===== src/rtl/pix_bus_arbiter_pkg.sv =====
// Shared definitions for the two-port pixel write-path arbiter.
// State encoding, data width and port index constants.
package pix_bus_arbiter_pkg;

  localparam int DW = 17;

  typedef enum logic [1:0] {
    IDLE = 2'd0,
    XFER = 2'd1,
    REL  = 2'd2
  } state_e;

  localparam logic P0 = 1'b0;
  localparam logic P1 = 1'b1;

endpackage


===== src/rtl/pix_bus_arbiter_mux.sv =====
// 17-bit 2:1 data mux selecting between the core store path and the
// sharpening engine in front of the output register.
module MUX17bit
  import pix_bus_arbiter_pkg::*;
(
  input  logic [DW-1:0] IN0,
  input  logic [DW-1:0] IN1,
  input  logic          sel,
  output logic [DW-1:0] OUT
);

  assign OUT = sel ? IN1 : IN0;

endmodule


===== src/rtl/pix_bus_arbiter.sv =====
// Round-robin burst arbiter for the shared 17-bit pixel write path, with a
// single-entry registered valid/ready output stage toward the pixel buffer.
module pix_bus_arbiter #(
  parameter int DW    = 17,
  parameter int LEN_W = 4
) (
  input  logic             CLK,
  input  logic             RESET,
  input  logic             REQ0,
  input  logic [LEN_W-1:0] LEN0,
  input  logic             VALID0,
  input  logic [DW-1:0]    DATA0,
  output logic             READY0,
  output logic             GNT0,
  input  logic             REQ1,
  input  logic [LEN_W-1:0] LEN1,
  input  logic             VALID1,
  input  logic [DW-1:0]    DATA1,
  output logic             READY1,
  output logic             GNT1,
  output logic             SEL,
  output logic [DW-1:0]    O_DATA,
  output logic             O_VALID,
  input  logic             O_READY,
  output logic             BUSY
);

  import pix_bus_arbiter_pkg::*;

  state_e           state_q, state_d;
  logic [LEN_W-1:0] cnt_q, cnt_d;
  logic             sel_q, sel_d;
  logic             last_q, last_d;
  logic             ov_q, ov_d;
  logic [DW-1:0]    od_q, od_d;
  logic [DW-1:0]    mux_out;
  logic             can_load, own_valid, xfer_beat, win;

  MUX17bit u_mux (
    .IN0 (DATA0),
    .IN1 (DATA1),
    .sel (sel_q),
    .OUT (mux_out)
  );

  assign can_load  = !ov_q | O_READY;
  assign own_valid = sel_q ? VALID1 : VALID0;
  assign xfer_beat = (state_q == XFER) & own_valid & can_load;

  always_comb begin
    state_d = state_q;
    cnt_d   = cnt_q;
    sel_d   = sel_q;
    last_d  = last_q;
    win     = P0;
    if (REQ0 & REQ1) win = ~last_q;
    else if (REQ1)   win = P1;
    case (state_q)
      IDLE: begin
        // Hold off a port switch while the output still carries the other port's beat.
        if ((REQ0 | REQ1) && !(ov_q && (win != sel_q))) begin
          state_d = XFER;
          sel_d   = win;
          cnt_d   = win ? LEN1 : LEN0;
        end
      end
      XFER: begin
        if (xfer_beat) begin
          if (cnt_q == '0) begin
            state_d = REL;
            last_d  = sel_q;
          end else begin
            cnt_d = cnt_q - 1'b1;
          end
        end
      end
      REL:     state_d = IDLE;
      default: state_d = IDLE;
    endcase
  end

  always_comb begin
    ov_d = ov_q;
    od_d = od_q;
    if (xfer_beat) begin
      ov_d = 1'b1;
      od_d = mux_out;
    end else if (O_READY) begin
      ov_d = 1'b0;
    end
  end

  always_ff @(posedge CLK) begin
    if (RESET) begin
      state_q <= IDLE;
      cnt_q   <= '0;
      sel_q   <= P0;
      last_q  <= P1;
      ov_q    <= 1'b0;
      od_q    <= '0;
    end else begin
      state_q <= state_d;
      cnt_q   <= cnt_d;
      sel_q   <= sel_d;
      last_q  <= last_d;
      ov_q    <= ov_d;
      od_q    <= od_d;
    end
  end

  assign GNT0    = (state_q == XFER) & (sel_q == P0);
  assign GNT1    = (state_q == XFER) & (sel_q == P1);
  assign READY0  = GNT0 & can_load;
  assign READY1  = GNT1 & can_load;
  assign SEL     = sel_q;
  assign O_DATA  = od_q;
  assign O_VALID = ov_q;
  assign BUSY    = (state_q != IDLE) | ov_q;

endmodule


===== config.mk =====
export PLATFORM = sky130hd
export DESIGN_NAME = pix_bus_arbiter
export DESIGN_NICKNAME = d
export VERILOG_FILES = /design/src/rtl/pix_bus_arbiter_pkg.sv /design/src/rtl/pix_bus_arbiter_mux.sv /design/src/rtl/pix_bus_arbiter.sv
export SDC_FILE = /design/constraint.sdc
export NUM_CORES = 1
export LEC_CHECK = 0
export ABC_AREA = 1
export CORE_MARGIN = 2
export CORE_UTILIZATION = 36
export DETAILED_ROUTE_END_ITERATION = 7
export GPL_ROUTABILITY_DRIVEN = 0
export PLACE_DENSITY = 0.76
export SYNTH_ARGS = -nofsm -noshare
export SYNTH_HDL_FRONTEND = slang
export SYNTH_HIERARCHICAL = 1
export SYNTH_SLANG_ARGS = --single-unit

===== constraint.sdc =====
create_clock -name CLK -period 1.3 [get_ports CLK]
set_input_delay 0.39 -clock CLK [delete_from_list [all_inputs] [get_ports CLK]]
set_output_delay 0.39 -clock CLK [all_outputs]
set_load 0.02 [all_outputs]

==> metrics.txt, run 1 <==
status=complete, but fails checks; failing checks=setup timing; Rows=23; die height=68.6 um; dpl cells=369; yosys warns=6; Core Area=4000 um2; EDFF count, synth=0; DRC viols=0; Layout area overhead=86.2%; syn_area_per_cell=6.55 um2; DP Area=2460 um2; max-cap check violation count=0; vias per cell=4.75; RSZ-0062 raised after global routing=true; Detail Route Antenna Nets=0; Worst Setup End Kind=output pin; Synth async-reset ratio=0%; Yosys top cell area share=34.7%; Max VDD drop=558 uV; register area share after synthesis=34.7%; number of global-route vias before repair=1633; Die Wd=68.6 um; CP arrival=1160 ps; Hold Crit Depth=2; total track usage=20.3%; Post-Layout Inst Area=2790 um2; drt total wl=4920 um; top_reg_cell synth=dfxtp_1; fin. max-slew vios=0; Cell variety after synth=25; Ports=73; Switching Fraction=39.7%; layout cell share with drive strength beyond 1=42.3%; initial antenna violation count=0; number of CTS-inserted buffers=3; Worst-path clk slew=100 ps; clk buf depth=2; most frequent cells after synthesis=nand2_1, dfxtp_1, a21oi_1; Syn Std Cell Area=1500 um2; Register-to-Register Path Depth=10; CP Class=reg -> out; clock power share=16.1%; area of the die=4700 um2; Setup Skew=7.27 ps; Fin. Hold Viols=0; port bufs=72; Startpoint Class=flip-flop; Wirelength per Cell=12.9 um; most frequent cell after synthesis=nand2_1; Root Driver=clkbuf_8; FF+latch count, synth=26; H-tree levels=1; nets=384; dpl ws=-943 ps; FF-to-FF Start=state_q[0]; Worst Hold Endpoint=O_DATA[8]; WHS=458 ps; total grt overflow=0; Yosys top cell by area=dfxtp_1; type of the worst min-delay path=reg -> reg; R2R Path End=cnt_q[3]; via count=1821; drt first pass iters=4; CP max FO=2; Internal=2050 uW; first-pass GRT wire length=7270 um; measured slew at the worst slew-check pin=285 ps; R2R Setup Slk=-230 ps; Antenna Cells=0; dpl hpwl=3260 um; Initial Util=37.5%; CTS tree=built; relative slew slack=81.0%; fin crit share=119%; Sink Count=26; Post-Syn Instances=229; Leakage=0.00130 uW; fin worst setup slack=-252 ps; Layout Cells excl Fill=383; maximum clock frequency=644 MHz; P_sw=1350 uW; largest net degree at the start of global routing=20; Post-Syn Nets=279; fin crit period=1550 ps; PD cells=1220 nW/um2; final setup violation count=30; top cells by area, synth=dfxtp_1, nand2_1, a21oi_1; Worst-Skew Late Latency=270 ps; CTS Hold Bufs=0; Comb pwr share=54.4%; violation count after the first detailed-routing iteration=82; Required @ worst endpoint=910 ps; register share of total power=29.4%; worst hold start=O_DATA[8]
==> cells by family (layout without fill, tap and decap cells) <==
logic type	count (synthesis)	after routing	synth area share, %
AOI/OAI and AO/OA	29	29	10.8
buffers and inverters	26	130	11.0
and+or+nand+nor	147	147	42.6
adders and majority gates	1	1	0.834
DFF	26	26	34.7
==> registers in the layout, indices dropped and copies added, names as in the netlist <==
signal   count
last_q       1
SEL          1
cnt_q        4
O_DATA      17
O_VALID      1
state_q      2
==> critical path, cell delays in order, from the launching register on <==
cell	delay [ps]
dfxtp_2	350
inv_2	40
or2_4	240
inv_4	80
nor3_4	50
buf_6	120
==> cell usage in the layout, fill, tap and decap left out, types with 2 or more instances in the layout <==
cell,n
nor2_1,10
nand3_1,9
buf_12,5
clkdlybuf4s50_1,43
clkbuf_8,4
clkbuf_2,2
nor2_2,3
or2_2,2
buf_2,11
dfxtp_2,7
dfxtp_1,18
nand2_1,81
nor3_4,2
nand2_4,11
nor2_4,3
a21oi_2,10
inv_1,7
clkdlybuf4s15_2,6
nand3_4,2
nand2_2,20
inv_4,3
dlygate4sd2_1,5
a21oi_1,12
nand4_1,2
inv_2,6
buf_4,24
buf_6,10
o21ai_0,4
==> metrics by stage <==
| stage | util, % | TNS [ps] | power (uW) |
|---|---|---|---|
| floorplan | - | -162 | 1870 |
| global placement | 61.4 | -12960 | 2410 |
| detailed placement | 61.4 | -14410 | 2440 |
| CTS | 66.2 | -3130 | 3100 |
| global route | 69.8 | -6390 | 3600 |
| finish | 69.8 | -5250 | 3390 |
==> power by group through the flow <==
stage,clock network [uW],registers (uW),logic [uW]
floorplan,0,1060,809
global route,580,1010,2010
global placement,0,985,1430
detailed placement,0,989,1450
CTS,537,974,1590
finish,548,999,1850
==> routing by layer <==
| metal | global-route usage [%] | wire [um] |
|---|---|---|
| met2 | 36.8 | 2530 |
| met5 | 0 | 0 |
| met3 | 2.44 | 194 |
| met1 | 25.5 | 2070 |
| met4 | 4.75 | 125 |
==> worst max path at each step <==
stage | from | endpoint
final | O_VALID | READY1
after global routing | state_q[0] | cnt_q[3]
after CTS | O_VALID | READY0
after detailed placement | O_READY | READY1
after global placement | O_READY | READY1
after floorplan | state_q[0] | GNT0
==> final cells by class <==
class                           instances  area, um2
Sequential cell                        26        533
Timing Repair inverter                  1       8.76
Multi-Input combinational cell        177       1020
Fill cell                             328       1210
Inverter                               18       98.8
Tap cell                               50       62.6
Clock buffer                            4       55.1
Timing Repair Buffer                  107       1010
==> timing repair <==
item / in CTS / in global routing
setup endpoints to repair: 50 / 37
pin swaps: 18 / 27
buffers inserted: 6 / 6
resized for setup: 116 / 75
endpoints found under the hold margin: 0 / 0
cloned: 2 / 0
(Power assumes the default switching activity.)
==> run 2: changes to the inputs <==
CORE_MARGIN = unset   (was 2)
CORE_UTILIZATION = 40   (was 36)
PLACE_DENSITY = 0.8   (was 0.76)
clock period = 1.75 ns   (was 1.3 ns; I/O delays follow)
==> metrics.txt, run 2 (same netlist as run 1, synthesis figures left out) <==
Wirelength per Cell=11.0 um (-15%); worst hold start=O_DATA[14]; layout cell share with drive strength beyond 1=19.1% (-23 points); H-tree levels=1 (unchanged); largest net degree at the start of global routing=18 (-10%); Worst-Skew Late Latency=280 ps (about the same); total track usage=21.0% (+0.66 points); area of the multi-input gates=835 um2 (-18%); number of global-route vias before repair=1590 (-2.6%); Fin. Hold Viols=0 (unchanged); Root Driver=clkbuf_8; most frequent cells in the layout=nand2_1, clkdlybuf4s50_1, dfxtp_1; Hold Crit Depth=2 (unchanged); Max VDD drop=358 uV (-36%); maximum clock frequency=588 MHz; type of the worst min-delay path=reg -> reg; Detail Route Antenna Nets=0 (unchanged); CP arrival=1180 ps (+20 ps); PD cells=919 nW/um2 (-24%); final setup violation count=0 (-100%); final total power=2210 uW (-35%); Core Util, Final=69.3% (-0.51 points); dpl hpwl=3100 um (-5.1%); drt total wl=4000 um (-19%); Setup Skew=3.28 ps (-3.99 ps); first-pass GRT wire length=6630 um (-8.7%); Leakage=0.00121 uW (-6.6%); initial antenna violation count=0 (unchanged); Antenna Cells=0 (unchanged); fin worst setup slack=48.8 ps (+301 ps); Worst Setup End Kind=output pin; number of flip-flops in the largest register=17 (unchanged); Ports=73 (unchanged); fin crit period=1700 ps; via count=1698 (-6.8%); relative slew slack=73.4% (-7.6 points); Rows=21 (-8.7%); clk buf depth=2 (unchanged); Worst Hold Endpoint=O_DATA[14]; Crit path largest cell delay=410 ps (+60 ps); nets=370 (-3.6%); R2R Setup Slk=190 ps (+420 ps); dpl ws=-696 ps (+247 ps); CP Class=reg -> out; crit path cell chain=buf_4, dlygate4sd2_1; fin crit share=97.2%; status=complete, no violations; area of the die=4000 um2 (-15%); Sequential Area=522 um2 (-2.1%); RSZ-0062 raised after global routing=false; WHS=463 ps (+5.51 ps); Required @ worst endpoint=1220 ps (+310 ps); CTS tree=built; port bufs=72 (unchanged); R2R Path End=O_DATA[9]; max-cap check violation count=0 (unchanged); Worst-path clk slew=90 ps (about the same); fill count=328 (unchanged); vias per cell=4.65 (-2.2%); Core Area=3470 um2 (-13%); number of CTS-inserted buffers=3 (unchanged); FF-to-FF Start=SEL; Post-Layout Inst Area=2400 um2 (-14%); Startpoint Class=flip-flop; Worst path slowest cell=dfxtp_1; die height=63.2 um (-7.8%); Register-to-Register Path Depth=8 (-2); Layout area overhead=60.3%; Die Wd=63.2 um (-7.8%); commonest non-fill, non-tap cell in the layout=nand2_1; DRC viols=0 (unchanged); measured slew at the worst slew-check pin=399 ps (+114 ps); drt first pass iters=4 (unchanged); CP max FO=4 (+2); Sink Count=26 (unchanged); fin. max-slew vios=0 (unchanged); violation count after the first detailed-routing iteration=68 (-17%); total grt overflow=0 (unchanged); DP Area=2350 um2 (-4.5%); Initial Util=43.3% (+5.8 points)
run 2: cell types whose count changed in the layout (fill, tap and decap cells not counted), sizes merged, moves of 2 or more:
cell / before / now
dlygate4sd2: 5 / 17
dlymetal6s2s: 0 / 2
buf: 51 / 27
clkdlybuf4s15: 6 / 0
clkbuf: 6 / 4
clkdlybuf4s50: 43 / 47
run 2: routing by layer:
layer  vias up  wire length [um]  GRT usage [%]
met2        53              1880           36.4
met1       744              1820           23.7
met3         6               239           5.25
li1        895                 -              -
met4         0                64           10.2
met5         -                 0              0
run 2: timing repair:
action                     4_1_cts  5_1_grt
setup endpoints to repair       22       12
hold buffers                     0        0
buffers inserted                 1        0
gates resized for setup         42       11
pin swaps                        2        2
hold endpoints to repair         0        0
run 2: area by class of cell:
cell class                      instances  area share (%)
Clock buffer                            3            1.72
Clock inverter                          1            1.25
Inverter                               18            3.12
Multi-Input combinational cell        177            34.7
Sequential cell                        26            21.7
Tap cell                               46            2.39
Timing Repair Buffer                   94            35.1
run 2: worst max-delay path by stage:
| stage | startpoint | endpoint | cells past startpoint | slack (ps) |
|---|---|---|---|---|
| floorplan | O_READY | READY0 | 3 | 30 |
| global placement | O_READY | READY0 | 5 | -630 |
| detailed placement | O_READY | READY0 | 5 | -700 |
| CTS | O_DATA[14] | O_DATA[14] | 1 | 3 |
| global route | REQ0 | cnt_q[0] | 11 | 0.7 |
| finish | SEL | SEL | 2 | 50 |
run 2: worst max-delay path: cells and delay by family (launching register included):
family                 cells  cell delay, ps
buffers and inverters      2             480
flip-flops                 1             410
run 2: where the power goes:
part           total [uW]  internal (uW)  switching, uW
Combinational         991            430            562
Clock                 503            306            197
Sequential            715            675           39.9
run 2: through the flow:
stage / cells / setup TNS (ps)
floorplan: 229 / 0
global placement: 360 / -3170
detailed placement: 360 / -3900
CTS: 365 / 0
global route: 365 / 0
finish: 365 / 0
